`src/rtl/seq_mul_unit.sv`:
```
// seq_mul_unit: iterative shift-add multiplier (MUL / UMULL / SMULL) with
// valid/ready handshakes on the request and result sides. It produces a
// 2*WIDTH result and NZCV flags.
// Optional feature macro: SEQ_MUL_ACCUM_EN. When defined, op[2] selects a
// multiply-accumulate that adds {acc_hi,acc_lo} in an extra ACC cycle.
module seq_mul_unit #(
    parameter int WIDTH          = 32,
    parameter int BITS_PER_CYCLE = 1
) (
    input  logic             clk,
    input  logic             reset,
    input  logic             in_valid,
    output logic             in_ready,
    input  logic [2:0]       op,
    input  logic [WIDTH-1:0] a,
    input  logic [WIDTH-1:0] b,
    input  logic [WIDTH-1:0] acc_hi,
    input  logic [WIDTH-1:0] acc_lo,
    output logic             out_valid,
    input  logic             out_ready,
    output logic [WIDTH-1:0] result_lo,
    output logic [WIDTH-1:0] result_hi,
    output logic [3:0]       flags
);

    localparam int N  = WIDTH / BITS_PER_CYCLE;
    localparam int DW = 2 * WIDTH;
    localparam int CW = $clog2(N + 1);

`ifdef SEQ_MUL_ACCUM_EN
    typedef enum logic [2:0] {
        S_IDLE = 3'd0,
        S_CALC = 3'd1,
        S_FIX  = 3'd2,
        S_ACC  = 3'd3,
        S_DONE = 3'd4
    } state_t;
`else
    typedef enum logic [2:0] {
        S_IDLE = 3'd0,
        S_CALC = 3'd1,
        S_FIX  = 3'd2,
        S_DONE = 3'd4
    } state_t;
`endif

    state_t r_state;
    state_t w_state_next;

    logic             r_in_ready;
    logic             r_out_valid;
    logic [WIDTH-1:0] r_result_lo;
    logic [WIDTH-1:0] r_result_hi;
    logic [3:0]       r_flags;

    logic [DW-1:0]    r_mcand;
    logic [WIDTH-1:0] r_mplier;
    logic [DW-1:0]    r_prod;
    logic [CW-1:0]    r_cnt;
    logic             r_neg;
    logic             r_long;

    logic             w_accept;
    logic             w_signed_in;
    logic             w_long_in;
    logic [WIDTH-1:0] w_a_mag;
    logic [WIDTH-1:0] w_b_mag;
    logic             w_calc_last;
    logic [DW-1:0]    w_step_sum;
    logic [DW-1:0]    w_fixed;
    logic [DW-1:0]    w_final;
    logic             w_final_load;

`ifdef SEQ_MUL_ACCUM_EN
    logic             r_accum;
    logic [DW-1:0]    r_addend;
`else
    logic             w_unused_acc;
    assign w_unused_acc = ^{op[2], acc_hi, acc_lo};
`endif

    // N/Z flags come from the 2W result for long ops and the low word for MUL; C and V are always 0.
    function automatic logic [3:0] calc_flags(input logic is_long, input logic [DW-1:0] v);
        logic n;
        logic z;
        if (is_long) begin
            n = v[DW-1];
            z = (v == DW'(0));
        end else begin
            n = v[WIDTH-1];
            z = (v[WIDTH-1:0] == WIDTH'(0));
        end
        return {n, z, 2'b00};
    endfunction

    assign w_accept    = in_valid && r_in_ready;
    assign w_signed_in = (op[1:0] == 2'b10);
    assign w_long_in   = (op[1:0] == 2'b01) || (op[1:0] == 2'b10);
    assign w_calc_last = (r_cnt == CW'(N - 1));

    // Operand magnitudes: SMULL multiplies absolute values; the most negative value maps exactly to 2^(W-1).
    always_comb begin
        w_a_mag = a;
        w_b_mag = b;
        if (w_signed_in && a[WIDTH-1]) begin
            w_a_mag = ~a + WIDTH'(1);
        end else begin
            w_a_mag = a;
        end
        if (w_signed_in && b[WIDTH-1]) begin
            w_b_mag = ~b + WIDTH'(1);
        end else begin
            w_b_mag = b;
        end
    end

    // One CALC step: add the shifted multiplicand for each of the low BITS_PER_CYCLE multiplier bits.
    always_comb begin
        w_step_sum = r_prod;
        for (int j = 0; j < BITS_PER_CYCLE; j++) begin
            if (r_mplier[j]) begin
                w_step_sum = w_step_sum + (r_mcand << j);
            end else begin
                w_step_sum = w_step_sum;
            end
        end
    end

    // Sign correction applied in FIX, plus selection of the value that lands in the result registers.
    always_comb begin
        w_fixed      = r_neg ? (~r_prod + DW'(1)) : r_prod;
        w_final      = w_fixed;
        w_final_load = 1'b0;
`ifdef SEQ_MUL_ACCUM_EN
        if (r_state == S_ACC) begin
            w_final      = r_prod + r_addend;
            w_final_load = 1'b1;
        end else if (r_state == S_FIX) begin
            w_final      = w_fixed;
            w_final_load = !r_accum;
        end else begin
            w_final      = w_fixed;
            w_final_load = 1'b0;
        end
`else
        if (r_state == S_FIX) begin
            w_final_load = 1'b1;
        end else begin
            w_final_load = 1'b0;
        end
`endif
    end

    // FSM state register.
    always_ff @(posedge clk or negedge reset) begin
        if (!reset) begin
            r_state <= S_IDLE;
        end else begin
            r_state <= w_state_next;
        end
    end

    // FSM next-state logic.
    always_comb begin
        w_state_next = r_state;
        case (r_state)
            S_IDLE: begin
                if (w_accept) begin
                    w_state_next = S_CALC;
                end else begin
                    w_state_next = S_IDLE;
                end
            end
            S_CALC: begin
                if (w_calc_last) begin
                    w_state_next = S_FIX;
                end else begin
                    w_state_next = S_CALC;
                end
            end
            S_FIX: begin
`ifdef SEQ_MUL_ACCUM_EN
                if (r_accum) begin
                    w_state_next = S_ACC;
                end else begin
                    w_state_next = S_DONE;
                end
`else
                w_state_next = S_DONE;
`endif
            end
`ifdef SEQ_MUL_ACCUM_EN
            S_ACC: begin
                w_state_next = S_DONE;
            end
`endif
            S_DONE: begin
                if (out_ready) begin
                    w_state_next = S_IDLE;
                end else begin
                    w_state_next = S_DONE;
                end
            end
            default: begin
                w_state_next = S_IDLE;
            end
        endcase
    end

    // Handshake outputs registered from the next state so they track the FSM without combinational paths.
    always_ff @(posedge clk or negedge reset) begin
        if (!reset) begin
            r_in_ready  <= 1'b1;
            r_out_valid <= 1'b0;
        end else begin
            r_in_ready  <= (w_state_next == S_IDLE);
            r_out_valid <= (w_state_next == S_DONE);
        end
    end

    // Datapath: capture operands at handshake, then shift-add through CALC.
    always_ff @(posedge clk or negedge reset) begin
        if (!reset) begin
            r_mcand  <= '0;
            r_mplier <= '0;
            r_prod   <= '0;
            r_cnt    <= '0;
            r_neg    <= 1'b0;
            r_long   <= 1'b0;
`ifdef SEQ_MUL_ACCUM_EN
            r_accum  <= 1'b0;
            r_addend <= '0;
`endif
        end else begin
            case (r_state)
                S_IDLE: begin
                    if (w_accept) begin
                        r_mcand  <= {{WIDTH{1'b0}}, w_a_mag};
                        r_mplier <= w_b_mag;
                        r_prod   <= '0;
                        r_cnt    <= '0;
                        r_neg    <= w_signed_in && (a[WIDTH-1] ^ b[WIDTH-1]);
                        r_long   <= w_long_in;
`ifdef SEQ_MUL_ACCUM_EN
                        r_accum  <= op[2];
                        r_addend <= {acc_hi, acc_lo};
`endif
                    end
                end
                S_CALC: begin
                    r_prod   <= w_step_sum;
                    r_mcand  <= r_mcand << BITS_PER_CYCLE;
                    r_mplier <= r_mplier >> BITS_PER_CYCLE;
                    r_cnt    <= r_cnt + CW'(1);
                end
                S_FIX: begin
                    r_prod <= w_fixed;
                end
                default: begin
                    r_prod <= r_prod;
                end
            endcase
        end
    end

    // Result and flag registers update only on entry to DONE and otherwise hold.
    always_ff @(posedge clk or negedge reset) begin
        if (!reset) begin
            r_result_lo <= '0;
            r_result_hi <= '0;
            r_flags     <= 4'b0000;
        end else if (w_final_load) begin
            r_result_lo <= w_final[WIDTH-1:0];
            r_result_hi <= r_long ? w_final[DW-1:WIDTH] : {WIDTH{1'b0}};
            r_flags     <= calc_flags(r_long, w_final);
        end
    end

    assign in_ready  = r_in_ready;
    assign out_valid = r_out_valid;
    assign result_lo = r_result_lo;
    assign result_hi = r_result_hi;
    assign flags     = r_flags;

endmodule

```
`config.mk`:
```
export PLATFORM = sky130hd
export DESIGN_NAME = seq_mul_unit
export DESIGN_NICKNAME = d
export VERILOG_FILES = /design/src/rtl/seq_mul_unit.sv
export SDC_FILE = /design/constraint.sdc
export NUM_CORES = 1
export LEC_CHECK = 0
export CAP_MARGIN = 20
export CORE_MARGIN = 2
export CORE_UTILIZATION = 62
export DETAILED_ROUTE_END_ITERATION = 10
export GPL_TIMING_DRIVEN = 0
export PLACE_DENSITY = 0.88
export SLEW_MARGIN = 20
export SYNTH_ARGS = -nofsm -noshare
export SYNTH_HDL_FRONTEND = slang
export SYNTH_SLANG_ARGS = --single-unit
```
`constraint.sdc`:
```
create_clock -name clk -period 6.07 [get_ports clk]
set_input_delay 1.214 -clock clk [delete_from_list [all_inputs] [get_ports clk]]
set_output_delay 1.214 -clock clk [all_outputs]
set_load 0.01 [all_outputs]
```
-- Word level (Yosys, flattened, before mapping)
Index checks and enable logic that the tools add are counted.
- bits in registers: 239
- reductions and logical operators: 14
- bitwise logic cells: 4
- add/sub/neg operators: 5
- multiplexer cells: 20
- eq/ne operators: 9
- operators with widths (kind ; count):
    $mux 64 ; 4
    $pmux 64 s3 ; 1
    $mux 32 ; 4
    $pmux 64 s2 ; 1
    $add 32x1->32 const B ; 2
    $add 64x1->64 const B ; 1
    $add 64x64->64 ; 1
    $logic_not 64->1 ; 1
    $not 32->32 ; 2
    $not 64->64 ; 1
    $pmux 32 s2 ; 1
    $logic_not 32->1 ; 1
    $pmux 3 s4 ; 1
    $pmux 6 s2 ; 1
    $add 6x1->6 const B ; 1
    $eq 3x3->1 const B ; 2
    $eq 6x5->1 const B ; 1
    $logic_not 3->1 ; 2
    $mux 6 ; 1
    $logic_and 1x1->1 ; 4
    $mux 1 ; 4
    $ne 2x2->1 const B ; 2
    $reduce_and 2->1 ; 2
    $eq 3x1->1 const B ; 1
    10 further kinds ; 10

-- Logic depth before layout (Yosys ltp)
- depth in word-level cells: 5
- depth in mapped cells: 13
- depth with buffers taken out: 13

-- Least setup slack after synthesis
OpenSTA, ideal clock, no wires.
- kind: input-to-reg
- start: in a[3]
- end: reg r_mcand[27]
- library setup time: 0.129 ns
- setup slack: 2.504 ns
- arrival time: 3.437 ns
- path buffers: 0
- stages on the path: 10
- required time: 5.941 ns
- cells stage by stage: nor3_1 -> nand2b_1 -> nor3_1 -> nor4b_1 -> nand3b_1 -> nor3b_1 -> nand3b_1 -> o41ai_1 -> xor2_1 -> o21ai_1
- longest elaborated chain between the ends: 5
- RTL lines (what ; RTL line ; text):
    from (decl) ; 15 ; input logic [WIDTH-1:0] a,
    $not 32->32 ; 106 ; w_a_mag = ~a + WIDTH'(1);
    $add 32x1->32 ; 106 ;
    $mux 32 ; 105 ; if (w_signed_in && a[WIDTH-1]) begin
    $mux 64 ; 237 ; if (w_accept) begin
    $pmux 64 s2 ; 235 ; case (r_state)
    to (signal assigned) ; 238 ; r_mcand <= {{WIDTH{1'b0}}, w_a_mag};
    to (signal assigned) ; 252 ; r_mcand <= r_mcand << BITS_PER_CYCLE;
    to (decl) ; 56 ; logic [DW-1:0] r_mcand;
Every way passes these cells. The select of a mux whose other input is x is not followed.
A chain may end at the register's enable or synchronous reset.

-- Final worst setup path
- start: reg r_mcand[1]
- end: reg r_prod[54]
- longest elaborated chain between the ends: 3
- RTL lines (what ; RTL line ; text):
    $add 64x64->64 ; 122 ; w_step_sum = w_step_sum + (r_mcand << j);
    $mux 64 ; 121 ; if (r_mplier[j]) begin
    $pmux 64 s3 ; 235 ;
    to (signal assigned) ; 251 ; r_prod <= w_step_sum;
    to (signal assigned) ; 257 ; r_prod <= w_fixed;
    to (signal assigned) ; 260 ; r_prod <= r_prod;
    to (decl) ; 58 ; logic [DW-1:0] r_prod;
Every way passes these cells. The select of a mux whose other input is x is not followed.

==> reports/metrics.yaml <==
placed_design:
  place_inst: 2435
  port_buffers: 137
  pre_cts_slack_ns: 1.436
  dp_hpwl_um: 43150
  gp_congestion: 0.9985
cts:
  cts_buffers: 26
  postCtsSetupRepairBufs: 0
  clk_latency_ns: 0.56
  clkSlewWorstSetupHoldPaths_ns: 0.06
  clk_path_buf_depth: 3
  htree_levels: 1
  cts_tree: "built"
  root_buffer: "clkbuf_16"
  postCtsHoldBufs: 0
  clkSinkCount: 239
  post_cts_resized: 0
pwr:
  power_leakage_nw: 8.047
  total_power_mw: 8.838
  vdd_drop_max_v: 0.0005329
  p_per_area_nw_per_um2: 459.3
run_status:
  status: "finished clean"
hold_path:
  hold_depth: 2
  min_path_type: "reg2reg"
  holdPathEnd: "result_lo[18]"
  min_from: "result_lo[18]"
finish:
  post-route-util_pct: 73.84
  area_delta_synth_final_pct: 16.82
  diodes: 0
  final_nets: 2332
  final_cells: 2482
  final_layout_size_suffix_gt1_share_pct: 3.493
synth:
  yosysMostFrequentCell: "o21ai_0"
  synth_warnings: 0
  yosysTopAreaCellShare_pct: 36.16
  synth_seq_cells: 239
  async_reset_ff_share_pct: 100.0
  synthCells: 1960
  syn-mean-instance-area_um2: 8.404
  yosysTopAreaCell: "dfrtp_1"
  ys_types: 78
  yosys-top-cells-area: "dfrtp_1 (36%), o21ai_0 (7.5%), xor2_1 (5.5%)"
  synthTopCellsByCount: "o21ai_0 (247), dfrtp_1 (238), nand2_1 (220)"
  yosysSeqAreaShare_pct: 36.32
  synthesis.area_um2: 16470
  synth_edf_count: 0
  dominantRegCellSynth: "dfrtp_1"
timing:
  fin_tns_setup_ns: 0
  slew_headroom_pct: 25.01
  tightestPinTransition_ns: 1.122
  finalHoldViolations: 0
  clock.fmax_mhz: 223.3
  setup_violations: 0
  finalCritPeriodShare_pct: 73.78
  slew_viol_final: 0
  rsz0062_at_grt: "false"
  fin_ws_ns: 1.591
  fin_skew_ns: 0.01603
  layout_min_cycle_time_ns: 4.479
critical_path:
  setup.worst_path.end_class: "flop"
  r2r_slack_ns: 1.59
  path_class: "reg2reg"
  crit_slowest_cell: "a2111oi_1"
  worstReg2RegEnd: "r_prod[54]"
  critPathArrivalTime_ns: 4.87
  worstPathCellList: "inv_1 -> fa_1 -> nor2b_1 -> o211ai_1 -> a31oi_1 -> o21bai_1 -> a211oi_1 -> a2111oi_1 -> o21a_1 -> o21ai_0 -> xnor2_1 -> o221ai_1"
  cp.required_ns: 6.46
  critPathLaunchType: "flop"
  worstPathMaxFanout: 5
  max_stage_delay_ns: 1.02
  worstReg2RegStart: "r_mcand[1]"
  reg2reg_depth: 12
detailed_routing:
  drt.antenna.violating_nets: 0
  dr.pass1.iters: 6
  routed_wl_um: 55170
  drt_iter0_drc: 1770
  via_per_inst: 6.608
  wl_per_cell_um: 22.23
  drc: 0
  vias: 16400
floorplan:
  die_w_um: 167.0
  core_um2: 26060
  pin_count: 205
  fp.dieH_um: 167.0
  die_area_um2: 27890
  fp-row-count: 59
  start_util_pct: 63.21
grt:
  antenna_found_initial: 1
  overflow: 0
  grt_max_degree: 101
  grt_pass1_vias: 15690
  grtUsageTotal_pct: 39.19
  grt_pass1_wl_um: 86610
flow_run:
  cap_violations: 0
-- per-stage QoR --
step	area, um^2	hold slack [ns]
2_1_floorplan	16480	0.4546
3_3_place_gp	18270	0.4588
3_5_place_dp	18330	0.4644
4_1_cts	19240	0.4787
5_1_grt	19240	0.4973
6_report	19240	0.4736
-- critical path, delay by kind of cell, from the launching register on --
kind / cells / cell delay [ns]
buffers and inverters: 1 / 0.30
adder cells (fa/ha/maj): 1 / 0.28
AO/OA/AOI/OAI: 8 / 2.79
XOR/XNOR: 1 / 0.36
flip-flops: 1 / 0.50
AND/OR/NAND/NOR: 1 / 0.08
-- logic make-up after synthesis --
group                    count (synthesis)  share of synthesized area (%)
AO/OA/AOI/OAI                          733                          28.09
XOR/XNOR                               178                          9.464
other                                    1                        0.02277
AND/OR/NAND/NOR                        570                          16.56
buffers and inverters                  164                          3.889
multiplexers                             6                         0.3722
flip-flops                             239                          36.32
adder cells (fa/ha/maj)                 69                          5.287
-- final cells by class --
class                   count  area [um^2]
repair buffers            139         1431
flip-flops and latches    239         5982
well taps                 335        419.2
multi-input cells        1558         9861
clock buffers              35        724.4
plain buffers             119        471.7
clock inverters            12        183.9
fillers                  1912         6817
inverters                  45        168.9
-- where the power goes --
group | total [mW] | leakage, nW | switching, mW | internal (mW)
Clock | 1.69 | 0.439 | 0.679 | 1.01
Sequential | 2.63 | 3.18 | 0.636 | 2.00
Combinational | 4.52 | 4.42 | 2.89 | 1.63
Total | 8.84 | 8.05 | 4.20 | 4.63
-- routing by layer --
metal | share of wire [%] | track usage (%)
met2 | 42 | 58.11
met5 | 0 | 0
met3 | 12 | 11.00
met1 | 42 | 55.19
met4 | 3.8 | 13.83
-- cells in the final DEF (no fill, tap or decap), types with 11 or more instances in the layout --
cell / n
clkbuf_1: 108
o221ai_1: 16
a21o_1: 43
a22o_1: 36
nand2b_1: 15
dfrtp_1: 238
clkbuf_16: 26
nor3_1: 43
xnor2_1: 74
o21bai_1: 19
clkdlybuf4s50_1: 136
a31oi_1: 17
nor4_1: 12
a22oi_1: 62
o21a_1: 15
o41ai_1: 16
a21oi_1: 169
and2_1: 15
nand3_1: 27
and3_1: 14
o21ai_0: 247
inv_1: 45
nand4_1: 27
xor2_1: 104
nand2_1: 220
o31ai_1: 22
o22ai_1: 11
nor2_1: 133
ha_1: 68
or4_1: 12
-- worst max-delay path by stage --
stage	slack, ns	cells past startpoint	endpoint	startpoint
finish	1.59	12	r_prod[54]	r_mcand[1]
global route	1.55	12	r_prod[54]	r_mcand[1]
CTS	1.90	13	r_prod[54]	r_mcand[0]
detailed placement	1.44	11	r_mcand[27]	a[3]
global placement	-5.88	1	result_hi[23]	reset
floorplan	2.50	10	r_mcand[27]	a[3]
-- state kept, by name, indices dropped and copies added (netlist names) --
| signal | count |
|---|---|
| flags | 2 |
| in_ready | 1 |
| out_valid | 1 |
| r_cnt | 6 |
| r_long | 1 |
| r_mcand | 64 |
| r_mplier | 32 |
| r_neg | 1 |
| r_prod | 64 |
| r_state | 3 |
| result_hi | 32 |
| result_lo | 32 |
No activity file was read; power rests on OpenSTA's default activity.
